<file path="src/rtl/fpro_bus_arbiter.sv">
// Two-requester FPro bus arbiter: round-robin with bounded ownership, registered bus, tagged read return.
// Optional macro FPRO_ARB_FIXED_PRIO_EN gives m1 absolute priority (MAX_HOLD then limits m0 only).
module fpro_bus_arbiter #(
    parameter int ADDR_W   = 21,
    parameter int DATA_W   = 32,
    parameter int RD_LAT   = 1,
    parameter int MAX_HOLD = 8
) (
    input  logic              clk,
    input  logic              reset,
    input  logic              m0_req,
    input  logic              m0_wr,
    input  logic              m0_rd,
    input  logic              m0_mmio_cs,
    input  logic              m0_video_cs,
    input  logic [ADDR_W-1:0] m0_addr,
    input  logic [DATA_W-1:0] m0_wr_data,
    output logic              m0_ack,
    output logic [DATA_W-1:0] m0_rd_data,
    output logic              m0_rd_valid,
    input  logic              m1_req,
    input  logic              m1_wr,
    input  logic              m1_rd,
    input  logic              m1_mmio_cs,
    input  logic              m1_video_cs,
    input  logic [ADDR_W-1:0] m1_addr,
    input  logic [DATA_W-1:0] m1_wr_data,
    output logic              m1_ack,
    output logic [DATA_W-1:0] m1_rd_data,
    output logic              m1_rd_valid,
    input  logic [DATA_W-1:0] fp_rd_data,
    output logic [ADDR_W-1:0] fp_addr,
    output logic [DATA_W-1:0] fp_wr_data,
    output logic              fp_wr,
    output logic              fp_rd,
    output logic              fp_mmio_cs,
    output logic              fp_video_cs,
    output logic [1:0]        owner
);

    typedef enum logic [1:0] {IDLE = 2'd0, OWN0 = 2'd1, OWN1 = 2'd2} state_t;

    typedef struct packed {
        logic              wr;
        logic              rd;
        logic              mmio_cs;
        logic              video_cs;
        logic [ADDR_W-1:0] addr;
        logic [DATA_W-1:0] wr_data;
    } cmd_t;

    localparam logic [7:0] HOLD_LAST = 8'(MAX_HOLD - 1);

    state_t     state, state_nxt;
    logic [7:0] cnt, cnt_nxt;
    logic       last, last_nxt;   // requester served most recently (0=m0, 1=m1)
    logic       pick1;
    logic       acc;
    logic       rd_push;
    cmd_t       cmd0, cmd1, cmd;
    logic [RD_LAT:0] trk_vld, trk_id;

    // State register
    always_ff @(posedge clk) begin
        if (reset) begin
            state <= IDLE;
            cnt   <= 8'd0;
            last  <= 1'b1;
        end else begin
            state <= state_nxt;
            cnt   <= cnt_nxt;
            last  <= last_nxt;
        end
    end

    // Next-state logic
    always_comb begin
        state_nxt = state;
        cnt_nxt   = cnt;
        last_nxt  = last;
        pick1     = 1'b0;
        case (state)
            IDLE: begin
`ifdef FPRO_ARB_FIXED_PRIO_EN
                pick1 = m1_req;
`else
                pick1 = m1_req && (!m0_req || !last);
`endif
                if (m0_req || m1_req) begin
                    state_nxt = pick1 ? OWN1 : OWN0;
                    last_nxt  = pick1;
                    cnt_nxt   = 8'd0;
                end
            end
            OWN0: begin
                if (!m0_req) begin
                    cnt_nxt   = 8'd0;
                    state_nxt = m1_req ? OWN1 : IDLE;
                    if (m1_req) last_nxt = 1'b1;
                end else if (m1_req && cnt == HOLD_LAST) begin
                    state_nxt = OWN1;
                    cnt_nxt   = 8'd0;
                    last_nxt  = 1'b1;
                end else if (cnt != HOLD_LAST) begin
                    cnt_nxt = cnt + 8'd1;
                end
            end
            OWN1: begin
                if (!m1_req) begin
                    cnt_nxt   = 8'd0;
                    state_nxt = m0_req ? OWN0 : IDLE;
                    if (m0_req) last_nxt = 1'b0;
`ifndef FPRO_ARB_FIXED_PRIO_EN
                end else if (m0_req && cnt == HOLD_LAST) begin
                    state_nxt = OWN0;
                    cnt_nxt   = 8'd0;
                    last_nxt  = 1'b0;
`endif
                end else if (cnt != HOLD_LAST) begin
                    cnt_nxt = cnt + 8'd1;
                end
            end
            default: state_nxt = IDLE;
        endcase
    end

    // Output logic
    always_comb begin
        m0_ack = (state == OWN0) && m0_req;
        m1_ack = (state == OWN1) && m1_req;
        owner  = state;
    end

    assign cmd0    = '{m0_wr, m0_rd, m0_mmio_cs, m0_video_cs, m0_addr, m0_wr_data};
    assign cmd1    = '{m1_wr, m1_rd, m1_mmio_cs, m1_video_cs, m1_addr, m1_wr_data};
    assign cmd     = m1_ack ? cmd1 : cmd0;
    assign acc     = m0_ack || m1_ack;
    // A combined wr+rd command is issued as a write only.
    assign rd_push = acc && cmd.rd && !cmd.wr;

    always_ff @(posedge clk) begin
        if (reset) begin
            fp_addr     <= '0;
            fp_wr_data  <= '0;
            fp_wr       <= 1'b0;
            fp_rd       <= 1'b0;
            fp_mmio_cs  <= 1'b0;
            fp_video_cs <= 1'b0;
        end else begin
            fp_wr       <= acc && cmd.wr;
            fp_rd       <= rd_push;
            fp_mmio_cs  <= acc && cmd.mmio_cs;
            fp_video_cs <= acc && cmd.video_cs;
            if (acc) begin
                fp_addr    <= cmd.addr;
                fp_wr_data <= cmd.wr_data;
            end
        end
    end

    // Stage k holds reads accepted k+1 cycles ago; stage RD_LAT lines up with returning data.
    always_ff @(posedge clk) begin
        if (reset) begin
            trk_vld <= '0;
            trk_id  <= '0;
        end else begin
            trk_vld <= {trk_vld[RD_LAT-1:0], rd_push};
            trk_id  <= {trk_id[RD_LAT-1:0], m1_ack};
        end
    end

    assign m0_rd_data  = fp_rd_data;
    assign m1_rd_data  = fp_rd_data;
    assign m0_rd_valid = trk_vld[RD_LAT] && !trk_id[RD_LAT];
    assign m1_rd_valid = trk_vld[RD_LAT] &&  trk_id[RD_LAT];

endmodule

</file>
<file path="config.mk">
export PLATFORM = sky130hd
export DESIGN_NAME = fpro_bus_arbiter
export DESIGN_NICKNAME = d
export VERILOG_FILES = /design/src/rtl/fpro_bus_arbiter.sv
export SDC_FILE = /design/constraint.sdc
export NUM_CORES = 1
export LEC_CHECK = 0
export BUFFER_PORTS_ARGS = -buffer_cell sky130_fd_sc_hd__buf_2
export CAP_MARGIN = 20
export CORE_AREA = 2 2 108 110
export DETAILED_ROUTE_END_ITERATION = 16
export DIE_AREA = 0 0 110 112
export GPL_TIMING_DRIVEN = 0
export MAX_ROUTING_LAYER = met4
export PLACE_DENSITY = 0.79
export SLEW_MARGIN = 20
export SYNTH_ARGS = -nofsm -noshare
export SYNTH_HDL_FRONTEND = slang
export SYNTH_SLANG_ARGS = --single-unit
export TNS_END_PERCENT = 10
</file>
<file path="constraint.sdc">
create_clock -name clk -period 4.9 [get_ports clk]
set_clock_uncertainty 0.05 [all_clocks]
set_input_delay 0.735 -clock clk [delete_from_list [all_inputs] [get_ports clk]]
set_output_delay 0.735 -clock clk [all_outputs]
set_load 0.005 [all_outputs]
</file>
==> metrics.txt <==
hold-fix buffers at CTS 0; most frequent cells in the layout buf_2, nand2_1, buf_4; post-synthesis cell count 472; Final Hold Fails 0; ANT nets after route 0; CTS resizes 0; core area 0.01117 mm^2; worst hold stages 1; CTS tree built; peak per-stage delay on the critical path 360 ps; Power Density 419.1 mW/mm^2; antenna violations before repair 0; crit path cell chain inv_1, ha_1, nand2_1, inv_1, buf_4, buf_4, buf_2; number of synthesized flops with an enable pin 0; status finished, final reports clean; Die Y 112 um; Syn Area/Cell 8.014 um^2; # clock sinks 71; largest net degree at the start of global routing 13; post-synth top area share 0.3758; H-tree Lvls 3; Slew Limit Fails 0; synth warn 0; Global Route Usage Sum 0.1961; Setup crit start kind flop; Endpoint, Worst Hold trk_id[1]; Tcrit/Tclk final 0.5390; CTS root buf clkbuf_16; Cell Rows 39; DPL Wire Length 9371 um; grt ovf 0; via/cell ratio 4.808; global-route wire length before repair 18,490 um; crit path max fanout 10; stages on the worst setup path 7; post-synthesis cell type count 43; Post-Syn Area 0.003782 mm^2; Hold Startpoint trk_id[0]; # nets final 880; Synth async-reset ratio 0; Post-CTS Setup Bufs 0; Arr. time, crit path 1860 ps; final WL 12,040 um; Initial Util 0.3385; CP endpoint kind primary output; CTS Buf Count 9; critical path class reg -> out; R2R Path Start owner[0]; layout cell share with drive strength beyond 1 0.4836; Slowest cell on crit path dfxtp_1; vias in the first global route 3,991; Worst Path Buf+Inv 5; minimum clock period after layout 2641 ps; CP top delay family buffers and inverters; detailed-route DRC error count 0; Multi-input gate area 0.001689 mm^2; Seq. cell area 0.001421 mm^2; FF+latch count, synth 71; GP Congestion 0.8534; unrepaired setup endpoints after global routing false; Area growth, synth to finish 45.32%; Static Leak 0.002646 uW; worst min path class reg -> reg; drt wl/cell 13.79 um; Rel. slew slack 0.5794; Reg2Reg Depth 7; internal reg-to-reg setup slack 2810 ps; leading area contributor after synthesis dfxtp_1; diode count 0; maximum VDD drop 0.1679 mV; Die X 110 um; Setup TNS 0 ps; MaxCap Viol Count 0; Vias 4,197; CP required 4120 ps; port buffer count 242; power consumption 2304 uW; Post-synth top flop dfxtp_1; clock insertion delay at the later pin of the skew report 330 ps; reg2reg end fp_wr_data[3]; # fillers 1,094; iteration-0 DRC count of the detailed router 271; Pre-antenna DRT Iters 4; final setup vio count 0; fmax 378.6 MHz; I/O pins 277; die area 0.01232 mm^2; most common cell after layout, fill and taps aside buf_2; Seq/Total Area, Yosys 0.3758; Synth area leaders dfxtp_1, buf_4, a311oi_1, nand2_1, nor2_1; worst-case clock buffer depth 2; CTS clock-pin slew for the worst setup and hold paths 50 ps; Worst-Margin Slew 630.9 ps; synthesized net count 627
-- kinds of logic (layout without fill, tap and decap cells) --
kind of cell | Yosys count | count (layout) | synth area share
buffers and inverters | 102 | 360 | 0.1776
xor gates and xnor gates | 4 | 4 | 0.009261
muxes | 3 | 3 | 0.009261
adders and majority gates | 5 | 5 | 0.01654
and+or+nand+nor | 209 | 209 | 0.2428
AOI/OAI and AO/OA | 78 | 78 | 0.1687
DFF | 71 | 71 | 0.3758
-- synthesized netlist by cell type, types with 2 or more instances --
library cell    n
a211oi_1        2
a21o_1          2
a21oi_1         6
a221oi_1        2
a22oi_1         4
a311oi_1       53
buf_2          15
buf_4          72
clkbuf_1       10
dfxtp_1        71
ha_1            5
inv_1           4
mux2i_1         2
nand2_1       112
nand3_1         3
nand3b_1        4
nor2_1         68
nor2b_1         3
nor3_1          4
nor3_2          2
o21ai_0         3
xnor2_1         4
-- routing by layer --
metal | part of all wire | global-route usage
met5 | 0 | -
met4 | 0.018 | 0.08439
met3 | 0.071 | 0.03396
met2 | 0.49 | 0.3260
met1 | 0.42 | 0.2290
-- cell type report --
cell class,count,area share
Multi-Input combinational cell,299,0.3073
Sequential cell,71,0.2586
Timing Repair Buffer,242,0.2204
Buffer,97,0.1188
Clock buffer,11,0.04416
Tap cell,143,0.03255
Clock inverter,5,0.01480
Inverter,5,0.003415
-- sequential cells by signal, indices dropped and copies added (netlist names) --
signal / flops
owner: 2
cnt: 8
fp_wr: 1
fp_mmio_cs: 1
trk_id: 2
trk_vld: 2
fp_video_cs: 1
fp_wr_data: 32
fp_addr: 21
last: 1
-- worst max-delay path by stage --
| stage | startpoint | endpoint | slack [ps] |
|---|---|---|---|
| 2_1_floorplan | m0_req | m0_ack | 2770 |
| 3_3_place_gp | m0_req | m0_ack | 2460 |
| 3_5_place_dp | m0_req | m0_ack | 2460 |
| 4_1_cts | owner[1] | m0_ack | 2270 |
| 5_1_grt | owner[1] | m0_ack | 2180 |
| 6_report | owner[1] | m0_ack | 2260 |
-- where the power goes --
| group | switching (uW) | total (uW) | internal (uW) | leakage (uW) |
|---|---|---|---|---|
| Clock | 246 | 706 | 459 | 0.000156 |
| Sequential | 73.2 | 786 | 713 | 0.000578 |
| Combinational | 433 | 811 | 378 | 0.00191 |
-- through the flow --
step | instances | setup WS [ps] | utilization | hold slack [ps] | cell area, um^2
floorplan | 472 | 2768 | - | 363.8 | 3782
global placement | 857 | 2463 | 0.4629 | 383.6 | 5172
detailed placement | 857 | 2457 | 0.4629 | 401.9 | 5172
CTS | 873 | 2266 | 0.4919 | 409.7 | 5497
global route | 873 | 2177 | 0.4919 | 419.2 | 5497
finish | 873 | 2259 | 0.4919 | 406.4 | 5497
Power figures use the tool's default switching activity.
